<file path="src/rtl/serial_mag_comparator.sv">
// ---------------------------------------------------------------------------
// serial_mag_comparator
//
// Purpose:
//   Bit-serial magnitude comparator. It scans two WIDTH-bit operands one bit
//   per clock, starting at the MSB. The first bit position where the operands
//   differ decides the word result. K reports A<=B and L reports A>=B, so
//   K=1 with L=1 means the operands are equal.
//
// Optional build macro:
//   EARLY_EXIT_EN - when defined, COMPARE leaves for RESULT in the same cycle
//                   that the first differing bit is found. Equal operands
//                   still take the full WIDTH cycles. The K/L results are the
//                   same in both builds; only the latency changes.
//
// Parameters:
//   WIDTH    operand width in bits (>= 1)
//
// Ports:
//   i_clk    clock; all state changes on the rising edge
//   i_reset  synchronous, active-high reset
//   i_start  request pulse; only sampled while IDLE
//   i_a      operand A, captured on the accepted start edge
//   i_b      operand B, captured on the accepted start edge
//   o_busy   high while in COMPARE
//   o_done   one-cycle pulse in RESULT; o_k/o_l are final
//   o_k      registered word result A<=B
//   o_l      registered word result A>=B
//
// States:
//   ST_IDLE    | waiting for i_start; operands are captured on acceptance
//   ST_COMPARE | one operand bit per cycle, MSB first; o_busy=1
//   ST_RESULT  | one cycle; o_done=1; o_k/o_l hold the final result
// ---------------------------------------------------------------------------
module serial_mag_comparator #(
    parameter int WIDTH = 8
) (
    input  logic             i_clk,
    input  logic             i_reset,
    input  logic             i_start,
    input  logic [WIDTH-1:0] i_a,
    input  logic [WIDTH-1:0] i_b,
    output logic             o_busy,
    output logic             o_done,
    output logic             o_k,
    output logic             o_l
);

    // The counter needs at least one bit, even when WIDTH=1.
    localparam int            CW       = (WIDTH > 1) ? $clog2(WIDTH) : 1;
    localparam logic [CW-1:0] CNT_INIT = CW'(WIDTH - 1);

    typedef enum logic [1:0] {
        ST_IDLE    = 2'd0,
        ST_COMPARE = 2'd1,
        ST_RESULT  = 2'd2
    } state_t;

    state_t           r_state;
    state_t           w_state_nxt;

    logic [WIDTH-1:0] r_a;
    logic [WIDTH-1:0] r_b;
    logic [CW-1:0]    r_cnt;
    logic             r_decided;
    logic             r_res_k;
    logic             r_res_l;
    logic             r_k;
    logic             r_l;

    logic             w_a_msb;
    logic             w_b_msb;
    logic             w_diff;
    logic             w_cnt_zero;
    logic             w_exit;
    logic             w_accept;
    logic             w_load_result;
    logic             w_fin_k;
    logic             w_fin_l;

    assign w_a_msb    = r_a[WIDTH-1];
    assign w_b_msb    = r_b[WIDTH-1];
    assign w_diff     = w_a_msb ^ w_b_msb;
    assign w_cnt_zero = (r_cnt == '0);

`ifdef EARLY_EXIT_EN
    // Leave as soon as the first differing bit is seen. In this build,
    // r_decided can never be set while the FSM is still in COMPARE.
    assign w_exit = w_cnt_zero | (~r_decided & w_diff);
`else
    assign w_exit = w_cnt_zero;
`endif

    assign w_accept      = (r_state == ST_IDLE) & i_start;
    assign w_load_result = (r_state == ST_COMPARE) & w_exit;

    // Final result as it will be after the current bit. The current bit is
    // included so that the bit examined in the exit cycle still counts. If no
    // bit ever differed, the operands are equal.
    assign w_fin_k = r_decided ? r_res_k : (w_diff ? w_b_msb : 1'b1);
    assign w_fin_l = r_decided ? r_res_l : (w_diff ? w_a_msb : 1'b1);

    // ----------------------------------------------------------------------
    // FSM state register
    // ----------------------------------------------------------------------
    always_ff @(posedge i_clk) begin
        if (i_reset) begin
            r_state <= ST_IDLE;
        end else begin
            r_state <= w_state_nxt;
        end
    end

    // ----------------------------------------------------------------------
    // FSM next-state logic
    // ----------------------------------------------------------------------
    always_comb begin
        w_state_nxt = r_state;
        case (r_state)
            ST_IDLE: begin
                if (i_start) begin
                    w_state_nxt = ST_COMPARE;
                end
            end
            ST_COMPARE: begin
                if (w_exit) begin
                    w_state_nxt = ST_RESULT;
                end
            end
            ST_RESULT: begin
                w_state_nxt = ST_IDLE;
            end
            default: begin
                w_state_nxt = ST_IDLE;
            end
        endcase
    end

    // ----------------------------------------------------------------------
    // Datapath: operand shift registers, bit counter, decision tracking
    // ----------------------------------------------------------------------
    always_ff @(posedge i_clk) begin
        if (i_reset) begin
            r_a       <= '0;
            r_b       <= '0;
            r_cnt     <= '0;
            r_decided <= 1'b0;
            r_res_k   <= 1'b0;
            r_res_l   <= 1'b0;
        end else if (w_accept) begin
            r_a       <= i_a;
            r_b       <= i_b;
            r_cnt     <= CNT_INIT;
            r_decided <= 1'b0;
            r_res_k   <= 1'b0;
            r_res_l   <= 1'b0;
        end else if (r_state == ST_COMPARE) begin
            // Only the first difference counts. Lower bits can't change the
            // word-level order once a higher bit has decided it.
            if (!r_decided && w_diff) begin
                r_res_k   <= w_b_msb;
                r_res_l   <= w_a_msb;
                r_decided <= 1'b1;
            end
            r_a <= r_a << 1;
            r_b <= r_b << 1;
            if (!w_cnt_zero) begin
                r_cnt <= r_cnt - CW'(1);
            end
        end
    end

    // ----------------------------------------------------------------------
    // Result registers: loaded only on entry to RESULT, so intermediate
    // values never reach the outputs. They hold until the next result or
    // until reset.
    // ----------------------------------------------------------------------
    always_ff @(posedge i_clk) begin
        if (i_reset) begin
            r_k <= 1'b0;
            r_l <= 1'b0;
        end else if (w_load_result) begin
            r_k <= w_fin_k;
            r_l <= w_fin_l;
        end
    end

    assign o_busy = (r_state == ST_COMPARE);
    assign o_done = (r_state == ST_RESULT);
    assign o_k    = r_k;
    assign o_l    = r_l;

endmodule

</file>
<file path="config.mk">
export PLATFORM = sky130hd
export DESIGN_NAME = serial_mag_comparator
export DESIGN_NICKNAME = d
export VERILOG_FILES = /design/src/rtl/serial_mag_comparator.sv
export SDC_FILE = /design/constraint.sdc
export NUM_CORES = 1
export LEC_CHECK = 0
export ABC_AREA = 1
export CELL_PAD_IN_SITES_DETAIL_PLACEMENT = 1
export CELL_PAD_IN_SITES_GLOBAL_PLACEMENT = 2
export CORE_ASPECT_RATIO = 1.5
export CORE_MARGIN = 1.5
export CORE_UTILIZATION = 30
export DETAILED_ROUTE_END_ITERATION = 6
export GPL_TIMING_DRIVEN = 0
export PLACE_DENSITY = 0.85
export SYNTH_ARGS = -nofsm -noshare
export SYNTH_HDL_FRONTEND = slang
export SYNTH_SLANG_ARGS = --single-unit
export TNS_END_PERCENT = 5
</file>
<file path="constraint.sdc">
create_clock -name i_clk -period 2 [get_ports i_clk]
set_clock_uncertainty 0.05 [all_clocks]
set_input_delay 0.4 -clock i_clk [delete_from_list [all_inputs] [get_ports i_clk]]
set_output_delay 0.4 -clock i_clk [all_outputs]
set_load 0.03 [all_outputs]
</file>
==> summary.txt, run 1 <==
Status
  • Outcome: finished, final reports clean

Flow run
  • Number of max-cap violations: 0

Yosys
  • Syn Area/Cell: 7.324 um2
  • Register area share after synthesis: 45.27%
  • Area share of the largest cell type after synthesis: 45.27%
  • Synth cell count leaders: nand2_1, dfxtp_1, nand3_1
  • Most used DFF post-synth: dfxtp_1
  • Syn Std Cell Area: roughly 1100 um2
  • Number of distinct library cells after synthesis: 20
  • Yosys Warn Count: 0
  • Cell count after synthesis: 157
  • EDFF count, synth: 0
  • FFs w/ async S/R, synth: 0%
  • Largest cells by area after synthesis: dfxtp_1, nand2_1, nand3_1
  • Yosys top cell by area: dfxtp_1
  • Flops & latches, synth: 26
  • Syn_nets: 180
  • Count leader, synth: nand2_1

Drt
  • Final WL: 3060 um
  • DR vias: between 1000 and 1500
  • Routed Antenna Nets: 0
  • Via density: 5.071
  • Initial DRC count: 17
  • DRC Markers: 0
  • Drt wl/cell: 13.66 um
  • 1st-pass router iterations: 4

Final layout
  • Final net count: between 200 and 250
  • Area Overhead vs Synth: 26.33%
  • Share of layout cells above drive strength 1: under 10%
  • Antenna diode count: 0
  • Non-Filler Instances: 224

Worst setup path
  • Worst reg2reg path startpoint: r_state[1]$_SDFFE_PP0P_
  • Crit path kind: flip-flop to primary output
  • Startpoint types: flip-flop
  • Critical Path RT: 1.55 ns
  • Worst setup startpoint: r_state[0]$_SDFFE_PP0P_
  • Crit path DAT: 1.36 ns
  • Maximum fanout along the worst path: 10
  • Critical Path End Type: primary output

Power
  • P_sw: 367.3 uW
  • VDD IR max: approximately 380 uV
  • Sequential power share: 50.2%
  • Clock power frac: 25.5%
  • Cell Pwr Density: 814.1 nW/um2
  • Internal power: 815.4 uW
  • Logic pwr share: approximately 24%
  • Pleak: 0.0005601 uW
  • Switching share of power: a little under a third

Worst hold path
  • Hold path start: o_l$_SDFFE_PP0P_
  • Hold Path Class: flip-flop to flip-flop

Global routing
  • Vias in the first global route: 1185
  • Global route overflow: 0
  • Global-route wire length before repair: 5306 um
  • Initial antenna violation count: 0
  • Gr usage total: 16.51%
  • Pin count of the biggest net entering global routing: 14

Placement
  • I/O Buffers: 21
  • DPL Wire Length: 2387 um
  • Gpl congestion: 0.7220
  • Cell count after placement: 221

Timing
  • Measured slew at the worst slew-check pin: 0.5318 ns
  • Final Hold Viols: 0
  • Pins Over Slew Limit: 0
  • Final setup violation count: 0
  • Slew margin rel.: 64.55%
  • Setup tns final: 0 ns
  • Upper clock frequency limit: around 550 MHz
  • Unrepaired setup endpoints after global routing: no
  • Post-layout minimum cycle time: 1.811 ns
  • Period utilisation layout: 90.54%

Clock tree
  • # hold bufs at CTS: 0
  • Clock Sinks: 26
  • Num CTS Buffers: 3
  • Deepest clock path buffer count: 2
  • TritonCTS clock tree: built
  • H-tree levels: 1
  • Skew-Pair Late Insertion Delay: 0.27 ns
  • Setup bufs post-CTS: 0
  • Clock-pin slew on the worst setup and hold paths: 0.09 ns
  • CTS Root Buffer Type: clkbuf_8

Floorplanning
  • Initial Util: 31.23%
  • Number of cell rows: 27
  • DIE AREA: 4221 um2
  • Top Ports: 23
  • Die Span X: roughly 54 um
  • Core ar.: approximately 3700 um2
  • Die Ht: 78.83 um
==> path summary, 6_finish.rpt <==
kind                     endpoint  slack [ns]  cells after the start
max                        o_busy        0.19                      4
max reg2reg  r_res_l$_SDFFE_PP0P_        0.66                      6
min              o_l$_SDFFE_PP0P_        0.42                      2
min reg2reg      o_l$_SDFFE_PP0P_        0.42                      2
==> layer usage <==
layer  global-route usage (%)  part of all wire (%)
met1                    17.43                    38
met2                    31.60                    57
met3                    1.880                   3.0
met4                    5.897                   1.2
met5                        0                     0
==> layout by cell type (no fill, tap or decap) <==
cell type,count
o21a_1,1
clkbuf_2,1
buf_4,2
nor3_1,1
inv_1,6
ha_1,4
clkbuf_1,3
o21ai_2,1
dlymetal6s2s_1,1
clkinv_1,1
a21oi_1,8
nand2_1,47
a31oi_1,14
nor2_2,1
nor2_1,11
dfxtp_1,26
o21ai_0,2
nand3_1,19
clkdlybuf4s50_1,19
clkbuf_8,3
inv_2,3
buf_2,3
o21ai_1,2
nand2_2,2
==> logic make-up after synthesis <==
logic type,Yosys count,synth area share [%]
buf+inv,18,6.854
flops,26,45.27
simple gates,81,29.27
fa+ha+maj,4,4.353
compound gates,28,14.25
==> state kept, by name (all words and copies together), names as in the netlist <==
register,cells
o_k,1
r_state,2
o_l,1
r_cnt,3
r_res_k,1
r_a,8
r_b,8
r_res_l,1
r_decided,1
==> final cells by class <==
cell class              count  area, um2
well taps                  43      53.80
repair buffers             21      207.7
multi-input cells         113      550.5
flip-flops and latches     26      520.5
fillers                   469       2230
plain buffers               8      41.29
inverters                  10      37.54
clock buffers               3      41.29
==> power by group through the flow <==
stage	sequential, uW	combinational [uW]	clock, uW
floorplan	607	181	0
global placement	603	284	0
detailed placement	605	295	0
CTS	594	295	311
global route	599	325	327
finish	593	288	302
==> through the flow <==
step                worst slack [ns]  utilization, %  total power (uW)  area, um2  hold slack [ns]
floorplan                     0.7271               -             788.4       1150           0.3938
global placement             0.03017           38.40             886.8       1414           0.4051
detailed placement           0.03115           38.40             900.0       1414           0.4091
CTS                          0.01565           39.52              1199       1455           0.4234
global route                  0.1084           39.45              1251       1453           0.4454
finish                        0.1892           39.45              1183       1453           0.4185
==> timing repair <==
action,in CTS,in global routing
hold endpoints to repair,0,0
gates resized for setup,2,2
setup endpoints to repair,1,2
==> worst max-delay path, cell delays in order, from the launching register on <==
cell	delay, ns
dfxtp_1	0.43
inv_2	0.06
nor2_1	0.13
buf_2	0.24
clkbuf_2	0.24
Power figures use the tool's default switching activity.
==> run 2, diff against run 1 <==
--- a/config.mk
+++ b/config.mk
@@ -9,11 +9,11 @@
 export CELL_PAD_IN_SITES_DETAIL_PLACEMENT = 1
 export CELL_PAD_IN_SITES_GLOBAL_PLACEMENT = 2
 export CORE_ASPECT_RATIO = 1.5
-export CORE_MARGIN = 1.5
 export CORE_UTILIZATION = 30
 export DETAILED_ROUTE_END_ITERATION = 6
 export GPL_TIMING_DRIVEN = 0
-export PLACE_DENSITY = 0.85
+export HOLD_SLACK_MARGIN = 0.06
+export PLACE_DENSITY = 0.91
 export SYNTH_ARGS = -nofsm -noshare
 export SYNTH_HDL_FRONTEND = slang
 export SYNTH_SLANG_ARGS = --single-unit
==> run 2 against run 1 <==
Effect of this change:
- combinational power about the same
- clock power barely moved
- flip-flop and latch count is the same
- total power fell by 0.25%
- hold slack better by 0.0040 ns
- non-clock buffer count did not move
- wire length shrank 7.2%
- setup slack lost 0.026 ns
- sequential share of layout area is 0.16 points lower
- maximum frequency fell by 1.4%
==> summary.txt, run 2 (synthesis results as in run 1) <==
Status
  • Outcome: finished, final reports clean

Power
  • Cell Pwr Density: 806.6 nW/um2
  • Pleak: 0.0005600 uW
  • VDD IR max: 348.6 uV

Drt
  • Initial DRC count: 10
  • Metal2 WL: 1534 um
  • M1 WL: 1187 um
  • 1st-pass router iterations: 4
  • Via density: 4.996
  • Top sig layer: met4
  • DRC Markers: 0
  • Routed Antenna Nets: 0
  • Drt wl/cell: 12.68 um
  • DR vias: 1119
  • Final WL: around 2800 um
  • Met3 WL: 80 um

Timing
  • Post-layout minimum cycle time: 1.837 ns
  • Slew margin rel.: ~69%
  • Pins Over Slew Limit: 0
  • Setup tns final: 0 ns
  • Final hold slack: ~0.42 ns
  • Measured slew at the worst slew-check pin: 0.4656 ns
  • Worst setup margin: 0.1633 ns
  • Upper clock frequency limit: 544.5 MHz
  • Final setup violation count: 0
  • Unrepaired setup endpoints after global routing: no
  • Final Hold Viols: 0
  • Period utilisation layout: about nine tenths

Clock tree
  • TritonCTS clock tree: built
  • H-tree levels: 1
  • Clock Sinks: 26
  • Deepest clock path buffer count: 2
  • Skew-Pair Late Insertion Delay: 0.27 ns
  • Num CTS Buffers: 3
  • Clock-pin slew on the worst setup and hold paths: about 0.090 ns
  • CTS Root Buffer Type: clkbuf_8

Flow run
  • Number of max-cap violations: 0

Worst setup path
  • Crit path kind: flip-flop to primary output
  • R2R Setup Slk: 0.66 ns
  • Crit-path cells: inv_2 -> nor2_1 -> clkbuf_4 -> clkdlybuf4s15_2
  • CP max stage cell: dfxtp_2
  • Critical Path RT: 1.55 ns
  • Startpoint types: flip-flop
  • Max stage delay on crit path: 0.38 ns
  • Critical Path End Type: primary output
  • Crit path DAT: 1.39 ns
  • Maximum fanout along the worst path: 10
  • Reg2reg path depth: 4

Placement
  • DPL Wire Length: ~2300 um
  • Cell count after placement: ~220
  • I/O Buffers: 21
  • Gpl congestion: between 0.7 and 0.8
  • Dpl ws: 0.003030 ns

Final layout
  • Area Overhead vs Synth: 27.20%
  • Core Util, Final: 39.72%
  • Share of layout cells above drive strength 1: approximately a tenth
  • Non-Filler Instances: around 220
  • Most common cell after layout, fill and taps aside: nand2_1
  • Largest registers: r_a (8), r_b (8), r_cnt (3)
  • Most frequent cells in the layout: nand2_1, dfxtp_1, nand3_1, clkdlybuf4s50_1, a31oi_1
  • Antenna diode count: 0
  • Final net count: between 200 and 250

Floorplanning
  • DIE AREA: a little over 4000 um2
  • Core ar.: 3682 um2
  • Top Ports: 23
  • Number of cell rows: 27
  • Die Span X: 52.55 um
  • Initial Util: 31.23%
  • Die Ht: 77.83 um

Worst hold path
  • Hold Path Class: flip-flop to flip-flop
  • Hold Path Cell Cnt: 2

Global routing
  • Global route overflow: 0
  • Vias in the first global route: 1206
  • Global-route wire length before repair: 4968 um
  • Initial antenna violation count: 0
  • Gr usage total: 15.68%
  • Pin count of the biggest net entering global routing: 14
run 2: area by class of cell:
cell class	instances	area, um2
buffer	8	43.79
clock buffer	3	41.29
fill	479	2220
inverter	10	37.54
multi-input combinational	113	550.5
sequential	26	521.8
tap	43	53.80
timing repair buffer	21	214.0
run 2: critical path: cells and delay by family (launching register included):
family / cells / cell delay (ns)
buf+inv: 3 / 0.59
flops: 1 / 0.38
simple gates: 1 / 0.14
run 2: what timing repair did:
action                                  in CTS  in global routing
buffers inserted                             0                  0
resized for setup                            3                  3
endpoints found under the setup margin       1                  2
hold buffers                                 0                  0
run 2: path summary, 6_finish.rpt:
kind                                start                   to
hold / removal           o_l$_SDFFE_PP0P_     o_l$_SDFFE_PP0P_
setup / recovery  r_state[0]$_SDFFE_PP0P_               o_busy
hold reg to reg          o_l$_SDFFE_PP0P_     o_l$_SDFFE_PP0P_
setup reg to reg  r_state[1]$_SDFFE_PP0P_  r_a[2]$_SDFFE_PP0P_
run 2: per-stage QoR:
stage               area, um2  power, uW
floorplan                1150      788.4
global placement         1414      882.9
detailed placement       1414      897.8
CTS                      1456       1200
global route             1463       1253
finish                   1463       1180
run 2: report_power, final:
part / total [uW] / switching, uW / internal (uW)
logic: 286 / 167 / 119
clock network: 299 / 163 / 135
registers: 595 / 30.4 / 565
total: 1180 / 361 / 819
run 2: layer usage:
layer,up-vias,track usage (%)
met5,-,0
met4,0,5.526
met3,5,1.961
met2,21,29.75
met1,526,16.63
li1,567,-
